$ cat src/rtl/ps2_host_tx.sv
// PS/2 host-to-device command transmitter (request-to-send, odd parity, ACK check).
// Optional build macro PS2_TX_RETRY_EN enables automatic retries after NACK/timeout.
module ps2_host_tx #(
  parameter int INHIBIT_CYCLES = 6000,
  parameter int TIMEOUT_CYCLES = 1000000,
  parameter int RETRY_LIMIT    = 2
) (
  input  logic       clock,
  input  logic       resetn,
  input  logic [7:0] tx_data,
  input  logic       tx_valid,
  output logic       tx_ready,
  input  logic       ps2_clk_in,
  input  logic       ps2_dat_in,
  output logic       ps2_clk_oe,
  output logic       ps2_dat_oe,
  output logic       tx_busy,
  output logic       tx_done,
  output logic       tx_error
);

  localparam int IW = $clog2(INHIBIT_CYCLES + 1);
  localparam int WW = $clog2(TIMEOUT_CYCLES + 1);
  localparam int RW = (RETRY_LIMIT > 0) ? $clog2(RETRY_LIMIT + 1) : 1;

  localparam logic [IW-1:0] INH_LAST  = IW'(INHIBIT_CYCLES - 1);
  localparam logic [WW-1:0] WD_LAST   = WW'(TIMEOUT_CYCLES - 1);
  localparam logic [RW-1:0] RETRY_MAX = RW'(RETRY_LIMIT);

`ifdef PS2_TX_RETRY_EN
  localparam bit RETRY_EN = 1'b1;
`else
  localparam bit RETRY_EN = 1'b0;
`endif

  typedef enum logic [2:0] {
    S_IDLE,
    S_INHIBIT,
    S_RTS,
    S_DATA,
    S_ACK,
    S_DONE,
    S_FAIL
  } state_t;

  state_t state, state_n;

  logic [2:0]    clk_s;
  logic [1:0]    dat_s;
  logic          clk_sync, dat_sync, fall;

  logic [7:0]    data_q, data_n;
  logic          par_q, par_n;
  logic [IW-1:0] inh_q, inh_n;
  logic [WW-1:0] wd_q, wd_n;
  logic [3:0]    k_q, k_n;
  logic          drv_q, drv_n;
  logic [RW-1:0] retry_q, retry_n;

  logic clk_oe_q, clk_oe_n;
  logic dat_oe_q, dat_oe_n;
  logic ready_q, ready_n;
  logic done_q, done_n;
  logic err_q, err_n;
  logic wd_expired;

  // Pins idle high, so the synchronisers reset high to avoid a false edge.
  always_ff @(posedge clock or negedge resetn) begin
    if (!resetn) begin
      clk_s <= 3'b111;
      dat_s <= 2'b11;
    end else begin
      clk_s <= {clk_s[1:0], ps2_clk_in};
      dat_s <= {dat_s[0], ps2_dat_in};
    end
  end

  assign clk_sync   = clk_s[1];
  assign dat_sync   = dat_s[1];
  assign fall       = clk_s[2] & ~clk_s[1];
  assign wd_expired = ~fall & (wd_q == WD_LAST);

  always_comb begin
    state_n = state;
    data_n  = data_q;
    par_n   = par_q;
    inh_n   = inh_q;
    wd_n    = wd_q;
    k_n     = k_q;
    drv_n   = drv_q;
    retry_n = retry_q;

    if (state == S_RTS || state == S_DATA || state == S_ACK) begin
      wd_n = fall ? '0 : wd_q + 1'b1;
    end

    unique case (state)
      S_IDLE: begin
        if (tx_valid) begin
          data_n  = tx_data;
          par_n   = ~^tx_data;
          retry_n = '0;
          inh_n   = '0;
          state_n = S_INHIBIT;
        end
      end
      S_INHIBIT: begin
        if (inh_q == INH_LAST) begin
          state_n = S_RTS;
          k_n     = '0;
          wd_n    = '0;
          drv_n   = 1'b1;
        end else begin
          inh_n = inh_q + 1'b1;
        end
      end
      S_RTS, S_DATA: begin
        if (fall) begin
          k_n     = k_q + 4'd1;
          state_n = S_DATA;
          unique case (1'b1)
            (k_q < 4'd8):  drv_n = ~data_q[k_q[2:0]];
            (k_q == 4'd8): drv_n = ~par_q;
            (k_q == 4'd9): drv_n = 1'b0;
            default: begin
              drv_n   = 1'b0;
              state_n = dat_sync ? S_FAIL : S_ACK;
            end
          endcase
        end else if (wd_expired) begin
          state_n = S_FAIL;
        end
      end
      S_ACK: begin
        if (clk_sync && dat_sync) begin
          state_n = S_DONE;
        end else if (wd_expired) begin
          state_n = S_FAIL;
        end
      end
      S_DONE: state_n = S_IDLE;
      S_FAIL: begin
        if (RETRY_EN && retry_q < RETRY_MAX) begin
          retry_n = retry_q + 1'b1;
          inh_n   = '0;
          state_n = S_INHIBIT;
        end else begin
          state_n = S_IDLE;
        end
      end
      default: state_n = S_IDLE;
    endcase

    // Outputs are registered from the next state so the pins never glitch.
    clk_oe_n = (state_n == S_INHIBIT);
    dat_oe_n = ((state_n == S_INHIBIT) && (inh_n == INH_LAST))
             | (((state_n == S_RTS) || (state_n == S_DATA)) && drv_n);
    ready_n  = (state_n == S_IDLE);
    done_n   = (state_n == S_DONE);
    err_n    = (state_n == S_FAIL)
             && !(RETRY_EN && retry_n < RETRY_MAX);
  end

  always_ff @(posedge clock or negedge resetn) begin
    if (!resetn) begin
      state    <= S_IDLE;
      data_q   <= '0;
      par_q    <= 1'b0;
      inh_q    <= '0;
      wd_q     <= '0;
      k_q      <= '0;
      drv_q    <= 1'b0;
      retry_q  <= '0;
      clk_oe_q <= 1'b0;
      dat_oe_q <= 1'b0;
      ready_q  <= 1'b1;
      done_q   <= 1'b0;
      err_q    <= 1'b0;
    end else begin
      state    <= state_n;
      data_q   <= data_n;
      par_q    <= par_n;
      inh_q    <= inh_n;
      wd_q     <= wd_n;
      k_q      <= k_n;
      drv_q    <= drv_n;
      retry_q  <= retry_n;
      clk_oe_q <= clk_oe_n;
      dat_oe_q <= dat_oe_n;
      ready_q  <= ready_n;
      done_q   <= done_n;
      err_q    <= err_n;
    end
  end

  assign ps2_clk_oe = clk_oe_q;
  assign ps2_dat_oe = dat_oe_q;
  assign tx_ready   = ready_q;
  assign tx_busy    = ~ready_q;
  assign tx_done    = done_q;
  assign tx_error   = err_q;

endmodule

$ cat config.mk
export PLATFORM = sky130hd
export DESIGN_NAME = ps2_host_tx
export DESIGN_NICKNAME = d
export VERILOG_FILES = /design/src/rtl/ps2_host_tx.sv
export SDC_FILE = /design/constraint.sdc
export NUM_CORES = 1
export LEC_CHECK = 0
export CAP_MARGIN = 30
export CORE_ASPECT_RATIO = 2
export CORE_MARGIN = 8
export CORE_UTILIZATION = 55
export DETAILED_ROUTE_END_ITERATION = 6
export GPL_ROUTABILITY_DRIVEN = 0
export HOLD_SLACK_MARGIN = 0.03
export PLACE_DENSITY = 0.72
export SLEW_MARGIN = 5
export SYNTH_ARGS = -nofsm -noshare
export SYNTH_HDL_FRONTEND = slang
export SYNTH_SLANG_ARGS = --single-unit
$ cat constraint.sdc
create_clock -name clock -period 2.9 [get_ports clock]
set_clock_uncertainty 0.15 [all_clocks]
set_input_delay 0.58 -clock clock [delete_from_list [all_inputs] [get_ports clock]]
set_output_delay 0.58 -clock clock [all_outputs]
set_load 0.005 [all_outputs]
[Word level (Yosys, flattened, before mapping)]
Cells that the tools add are included.
Operators by class
  add/sub/neg operators: 3
  multiply operators: 0
  divide/modulo/power cells: 0
  $lt $le $gt $ge: 2
  eq/ne operators: 16
  shift-type cells: 0
  multiplexer cells: 24
  bitwise operators: 8
  reductions and logical operators: 14
Operators with widths (number)
  $mux 20: 4
  $eq 13x13->1 const B: 2
  $mux 13: 2
  $pmux 13 s2: 1
  $add 20x1->20 const B: 1
  $eq 20x20->1 const B: 1
  $mux 3: 6
  $add 13x1->13 const B: 1
  $eq 3x2->1 const B: 4
  $pmux 3 s4: 1
  $eq 3x3->1 const B: 3
  $eq 4x4->1 const B: 2
  $mux 4: 2
  $pmux 4 s2: 1
  $reduce_xnor 8->1: 1
  $eq 3x1->1 const B: 2
  $logic_not 3->1: 2
  $not 1->1: 5
  $add 4x1->4 const B: 1
  $lt 3x4->1 const B: 1
  $lt 4x4->1 const B: 1
  $ne 2x2->1 const B: 2
  $pmux 1 s2: 2
  $bmux 1 s3: 1
  11 further kinds: 18
Word-level totals
  register bits after elaboration: 60
  bits in latches: 0
  memory bits (writable): 0
  memory bits (read-only): 0
  input port bits: 13
  logic and storage cells: 81
  memories kept: 0

[Longest topological paths before layout]
Gate-level depths: netlist of run 1.
  depth after elaboration: 11
  mapped depth: 8
  gate-level depth less buffers: 8

[Least setup slack after synthesis of run 1]
Ideal clock, no wire load.
  kind: register -> register
  start point: register inh_q[0]
  end point: register dat_oe_q (netlist: ps2_dat_oe)
  library setup time: 0.103 ns
  arrival: 1.918 ns
  data required time: 2.647 ns
  path slack: 0.728 ns
  cell stages (with the launch flop): 8
  cell sequence: dfrtp_1 > ha_1 > and3_4 > nand4_4 > or4_1 > nand3_2 > nand3_2 > o41ai_2
RTL lines
  start, declared: line 54  | logic [IW-1:0] inh_q, inh_n;
  start signal, assigned: line 183  | inh_q <= inh_n;
  $add 13x1->13 or $eq 13x13->1 (tied branches): line 114, 108
  $mux 13 (*): line 108  | if (inh_q == INH_LAST) begin
  $pmux 13 s2 (*): line 97  | unique case (state)
  named net inh_n[12]: line 54
  $eq 13x13->1 (*): line 156  | dat_oe_n = ((state_n == S_INHIBIT) && (inh_n == INH_LAST))
  $logic_and 1x1->1 (*): line 156
  $or 1x1->1 (*): line 157  | | (((state_n == S_RTS) || (state_n == S_DATA)) && drv_n);
  named net dat_oe_n: line 61  | logic dat_oe_q, dat_oe_n;
  end signal, assigned: line 189  | dat_oe_q <= dat_oe_n;
  end, declared: line 61
The timed path passes the listed nets; every way through them passes the cells marked *.
A chain may end at the register's enable or synchronous reset.

[Final worst setup path of run 1]
  start point: register inh_q[1]
  end point: register dat_oe_q (netlist: ps2_dat_oe)
RTL lines
  $eq 13x13->1: line 108
  $mux 3: line 108
  $pmux 3 s4: line 97
  $eq 3x1->1
  named net clk_oe_n: line 60  | logic clk_oe_q, clk_oe_n;
  $logic_and 1x1->1: line 156
  $or 1x1->1: line 157
  named net dat_oe_n: line 61
The timed path passes the listed nets, and every way through them passes these cells.

==> results.sh, run 1 <==
export IMPL_outcome="finished clean"
export IMPL_viasPerCell=6.02
export IMPL_required_ns=2.97
export IMPL_syn_nets=335
export IMPL_dieArea_um2=8620
export IMPL_path_max_fanout=7
export IMPL_portBuffers=18
export IMPL_setup_tns_ns=0
export IMPL_drive_above_1_share_pct=14.3
export IMPL_final_common_cell="dfrtp_1"
export IMPL_antenna_cells=0
export IMPL_core_um2=5660
export IMPL_yosysWarnings=0
export IMPL_path_delay_family="compound AO/OA/AOI/OAI gates"
export IMPL_endpoint_kind="register"
export IMPL_synthToLayoutAreaGrowth_pct=17.3
export IMPL_slew_headroom_pct=67.5
export IMPL_async_reset_ff_share_pct=100
export IMPL_avgRoutedWirePerCell_um=17.6
export IMPL_fin_nets=362
export IMPL_hpwl_mm=5.23
export IMPL_cts_resized_gates=0
export IMPL_grt_usage_pct=18.0
export IMPL_start_kind="register"
export IMPL_firstDrtPassIters=4
export IMPL_grt_pass1_vias=2639
export IMPL_hold_viol=0
export IMPL_path_class="reg -> reg"
export IMPL_cts_tree="done"
export IMPL_cts_hold_buf=0
export IMPL_clock_path_buffers=2
export IMPL_power_density_nw_per_um2=642
export IMPL_seq_area_frac_synth_pct=47.5
export IMPL_slew_viol_final=0
export IMPL_period_minus_slack_ns=2.62
export IMPL_gr_total_overflow=0
export IMPL_netlist_instances=317
export IMPL_synth_ff_type="dfrtp_1"
export IMPL_htreeDepth=3
export IMPL_crit_arrival_ns=2.69
export IMPL_synth_edff_count=0
export IMPL_drv_cap=0
export IMPL_numCtsBuffers=9
export IMPL_grt_pass1_wl_mm=12.4
export IMPL_fin_crit_sh_pct=90.4
export IMPL_routed_wl_mm=7.20
export IMPL_ys_ff_latch=60
export IMPL_synth_avg_cell_area_um2=10.0
export IMPL_rr_startpoint="inh_q[1]$_DFF_PN0_"
export IMPL_post_cts_buffers=0
export IMPL_cts_root_buf="clkbuf_16"
export IMPL_antenna_found_initial=0
export IMPL_cellLeakagePower_nw=1.61
export IMPL_cpPeakStageDelay_ns=0.41
export IMPL_dp_cells=394
export IMPL_worst_path_most_repeated_cell="nand3_2"
export IMPL_via_count=2470
export IMPL_path_buf_inv=1
export IMPL_layout_common_cells="54 x dfrtp_1, 51 x nand2_1, 29 x nor2_1"
export IMPL_grt_start_max_net_pins=61
export IMPL_hp_class="in -> async"
export IMPL_ant_nets=0
export IMPL_path_clk_slew_ns=0.05
export IMPL_netlist_area_um2=3180
export IMPL_clk_latency_ns=0.33
export IMPL_drc=0
export IMPL_crit_chain="ha_1 -> and4b_1 -> nand3_2 -> o21ai_1 -> inv_1 -> o22ai_1 -> nand3_2 -> o41ai_2"
export IMPL_crit_slowest_cell="dfrtp_1"
export IMPL_ioPinCount=19
export IMPL_fin_worst_hold_slack_ns=0.0973
export IMPL_worst_pin_slew_ns=0.482
export IMPL_ir_drop_mv=0.604
export IMPL_setup_violations=0
export IMPL_rsz0062_at_grt="no"
export IMPL_ys_types=63
export IMPL_die_h_um=124
export IMPL_placementRows=39
export IMPL_dieWidth_um=69.8
export IMPL_fmax_mhz=381
export IMPL_clock_sinks=60
export IMPL_start_util_pct=56.2
export IMPL_crit_start="inh_q[1]$_DFF_PN0_"
export IMPL_drt_iter0_drc=186
export IMPL_stdcell_count=410
[cell type report]
| type | instances | area (µm²) |
|---|---|---|
| fillers | 474 | 1930 |
| multi-input cells | 241 | 1590 |
| flip-flops and latches | 60 | 1510 |
| clock buffers | 15 | 288 |
| repair buffers | 23 | 225 |
| well taps | 61 | 76.3 |
| inverters | 9 | 33.8 |
| clock inverters | 1 | 5.00 |
[cells by family after synthesis]
family	share of synthesized area, %
AND/OR/NAND/NOR	25.9
flip-flops	47.5
AO/OA/AOI/OAI	12.9
XOR/XNOR	7.16
buffers and inverters	2.44
adder cells (fa/ha/maj)	1.97
multiplexers	2.12
[registers in the layout (all words and copies together), names as in the netlist]
register	cells
k_q	4
clk_s	3
ps2_clk_oe	1
inh_q	13
state	3
ps2_dat_oe	1
drv_q	1
dat_s	2
tx_done	1
par_q	1
wd_q	20
data_q	8
tx_ready	1
tx_error	1
[report_power, final]
group	internal [W]	switching (W)
Clock	0.000668	0.000339
Sequential	0.000924	0.000118
Combinational	0.000158	0.000188
Total	0.00175	0.000645
[worst paths after layout]
kind                                        end  slack (ns)  cells after the start
setup / recovery           ps2_dat_oe$_DFF_PN0_        0.28                      8
hold / removal               inh_q[7]$_DFF_PN0_         0.1                      2
setup reg to reg           ps2_dat_oe$_DFF_PN0_        0.28                      8
hold reg to reg              dat_s[1]$_DFF_PN1_        0.21                      0
max in group asynchronous    tx_ready$_DFF_PN1_        2.18                      2
min in group clock           dat_s[1]$_DFF_PN1_        0.21                      0
[cells in the mapped netlist, drive strengths merged (4+ instances only)]
library cell  instances  share of area (%)
xnor2                12                3.3
nor2                 30                3.8
nand2b                4               0.79
nand3                13                2.5
dfrtp                54                 43
dfstp                 6                5.0
and3                  4               0.94
xor2                 14                3.9
nor3                  8                1.4
or3                   4               0.79
buf                   4                1.0
inv                   9                1.1
nand4                10                2.6
o21ai                18                3.0
nand2                53                6.4
ha                    5                2.0
and2                  4               0.79
a21oi                 8                1.3
[metrics by stage]
step	power, W	setup slack (ns)	utilization, %	cell area (µm²)
finish	0.00240	0.278	65.9	3730
global route	0.00251	0.155	65.9	3730
CTS	0.00242	0.332	65.9	3730
detailed placement	0.00140	0.292	60.7	3440
global placement	0.00138	0.338	60.7	3440
floorplan	0.00126	0.728	-	3180
[layer usage]
metal	vias to the layer above	share of wire, %	track usage, %
li1	1181	-	-
met1	1218	37	17.1
met2	48	56	32.9
met3	23	3.2	5.22
met4	0	4.1	11.5
met5	-	0	0
Power figures use the tool's default switching activity.
==> run 2, diff against run 1 <==
--- a/config.mk
+++ b/config.mk
@@ -13,6 +13,7 @@
 export GPL_ROUTABILITY_DRIVEN = 0
 export HOLD_SLACK_MARGIN = 0.03
 export PLACE_DENSITY = 0.72
+export RECOVER_POWER = 100
 export SLEW_MARGIN = 5
 export SYNTH_ARGS = -nofsm -noshare
 export SYNTH_HDL_FRONTEND = slang
==> run 2 against run 1 <==
Effect of this change:
- power fell by 0.67%
- sequential cell count unchanged
- highest routed layer unchanged
- cell count is the same
- sequential share of layout area increased by 0.83 points
- critical path depth unchanged
- die area unchanged
- count of clock-buffer cells in the layout did not move
- largest power group unchanged
- sequential power barely moved
- critical endpoint unchanged
- routed wire length increased by 1.1%
==> results.sh, run 2 (same netlist as run 1, synthesis figures left out) <==
export IMPL_wl_met3_um=231
export IMPL_dieArea_um2=8620
export IMPL_crit_arrival_ns=2.68
export IMPL_endpoint_kind="register"
export IMPL_dieWidth_um=69.8
export IMPL_hpwl_mm=5.23
export IMPL_grt_start_max_net_pins=61
export IMPL_slew_viol_final=0
export IMPL_power_frac_clock_pct=42.5
export IMPL_cts_tree="done"
export IMPL_clock_path_buffers=2
export IMPL_cts_root_buf="clkbuf_16"
export IMPL_wl_met2_mm=4.13
export IMPL_path_clk_slew_ns=0.05
export IMPL_ioPinCount=19
export IMPL_place_area_um2=3440
export IMPL_antenna_cells=0
export IMPL_crit_slowest_cell="dfrtp_1"
export IMPL_placementRows=39
export IMPL_clk_latency_ns=0.33
export IMPL_drive_above_1_share_pct=12.0
export IMPL_firstDrtPassIters=4
export IMPL_combinationalPowerShare_pct=13.9
export IMPL_hp_class="reg -> reg"
export IMPL_path_max_fanout=7
export IMPL_layout_common_cells="54 x dfrtp_1, 51 x nand2_1, 30 x nor2_1"
export IMPL_die_h_um=124
export IMPL_path_buf_inv=1
export IMPL_n_fill_cell=486
export IMPL_worst_path_most_repeated_cell="nand3_2"
export IMPL_setup_violations=0
export IMPL_core_um2=5660
export IMPL_outcome="finished clean"
export IMPL_htreeDepth=3
export IMPL_portBuffers=18
export IMPL_cts_resized_gates=0
export IMPL_start_kind="register"
export IMPL_crit_chain="ha_1 -> and4b_1 -> nand3_2 -> o21ai_1 -> inv_1 -> o22ai_1 -> nand3_2 -> o41ai_1"
export IMPL_top_layer_used="met4"
export IMPL_finalInstanceArea_um2=3650
export IMPL_avgRoutedWirePerCell_um=17.7
export IMPL_reg_top3="wd_q: 20 flops, inh_q: 13 flops, data_q: 8 flops"
export IMPL_hold_viol=0
export IMPL_post_cts_buffers=0
export IMPL_drt_iter0_drc=202
export IMPL_synthToLayoutAreaGrowth_pct=15.0
export IMPL_start_util_pct=56.2
export IMPL_worst_pin_slew_ns=1.46
export IMPL_fmax_mhz=382
export IMPL_wl_met1_mm=2.65
export IMPL_gr_total_overflow=0
export IMPL_grt_pass1_vias=2639
export IMPL_viasPerCell=6.01
export IMPL_path_delay_family="compound AO/OA/AOI/OAI gates"
export IMPL_cellLeakagePower_nw=1.59
export IMPL_p_sw_share_pct=26.8
export IMPL_rsz0062_at_grt="no"
export IMPL_routed_wl_mm=7.28
export IMPL_power_frac_seq_pct=43.6
export IMPL_cts_hold_buf=0
export IMPL_via_count=2465
export IMPL_grt_usage_pct=18.0
export IMPL_regMostFlops="wd_q"
export IMPL_drc=0
export IMPL_setup_tns_ns=0
export IMPL_antenna_found_initial=0
export IMPL_clock_sinks=60
export IMPL_required_ns=2.97
export IMPL_path_class="reg -> reg"
export IMPL_drv_cap=0
export IMPL_numCtsBuffers=9
export IMPL_fin_crit_sh_pct=90.3
export IMPL_grt_pass1_wl_mm=12.4
export IMPL_ir_drop_mv=0.607
export IMPL_p_int_w=0.00174
export IMPL_fin_nets=362
export IMPL_power_density_nw_per_um2=651
export IMPL_final_common_cell="dfrtp_1"
export IMPL_period_minus_slack_ns=2.62
export IMPL_cpPeakStageDelay_ns=0.41
export IMPL_p_switching_w=0.000638
export IMPL_largest_reg_flops=20
export IMPL_ant_nets=0
export IMPL_slew_headroom_pct=2.52
run 2: path summary, 6_finish.rpt:
kind,startpoint,to,slack (ns),cells past startpoint
min in group asynchronous,resetn,inh_q[9]$_DFF_PN0_,0.53,2
worst min-delay path,dat_s[0]$_DFF_PN1_,dat_s[1]$_DFF_PN1_,0.21,0
max in group asynchronous,resetn,wd_q[11]$_DFF_PN0_,1.18,2
worst max-delay path,inh_q[1]$_DFF_PN0_,ps2_dat_oe$_DFF_PN0_,0.28,8
worst max register to register,inh_q[1]$_DFF_PN0_,ps2_dat_oe$_DFF_PN0_,0.28,8
worst min register to register,dat_s[0]$_DFF_PN1_,dat_s[1]$_DFF_PN1_,0.21,0
run 2: power by group through the flow:
stage / combinational, W / sequential, W / clock, W
2_1_floorplan: 0.000245 / 0.00101 / 0
3_3_place_gp: 0.000338 / 0.00104 / 0
3_5_place_dp: 0.000345 / 0.00105 / 0
4_1_cts: 0.000347 / 0.00104 / 0.00104
5_1_grt: 0.000368 / 0.00105 / 0.00107
6_report: 0.000332 / 0.00104 / 0.00101
run 2: stage by stage:
stage / hold WS, ns / total power [W] / setup WS, ns / util, % / std cells
finish: 0.210 / 0.00238 / 0.282 / 64.6 / 410
detailed placement: 0.197 / 0.00140 / 0.292 / 60.7 / 394
CTS: 0.114 / 0.00242 / 0.332 / 65.9 / 410
global placement: 0.205 / 0.00138 / 0.338 / 60.7 / 394
floorplan: 0.134 / 0.00126 / 0.728 / - / 317
global route: 0.216 / 0.00248 / 0.130 / 64.6 / 410
run 2: worst register-to-register path, delay by kind of cell, from the launching register on:
family	cells	cell delay (ns)
compound gates	3	0.94
fa+ha+maj	1	0.31
buf+inv	1	0.14
flops	1	0.41
simple gates	3	0.56
run 2: routing by layer:
metal	vias to the layer above	track usage (%)
li1	1180	-
met2	47	32.9
met5	-	0
met4	0	11.5
met3	17	5.22
met1	1221	17.1
run 2: layout make-up:
cell class              instances  area, µm²  area share, %
inverters                       9       33.8          0.924
flip-flops and latches         60       1510           41.3
clock inverters                 1       5.00          0.137
multi-input cells             241       1540           42.2
well taps                      61       76.3           2.09
repair buffers                 23        200           5.48
clock buffers                  15        288           7.87
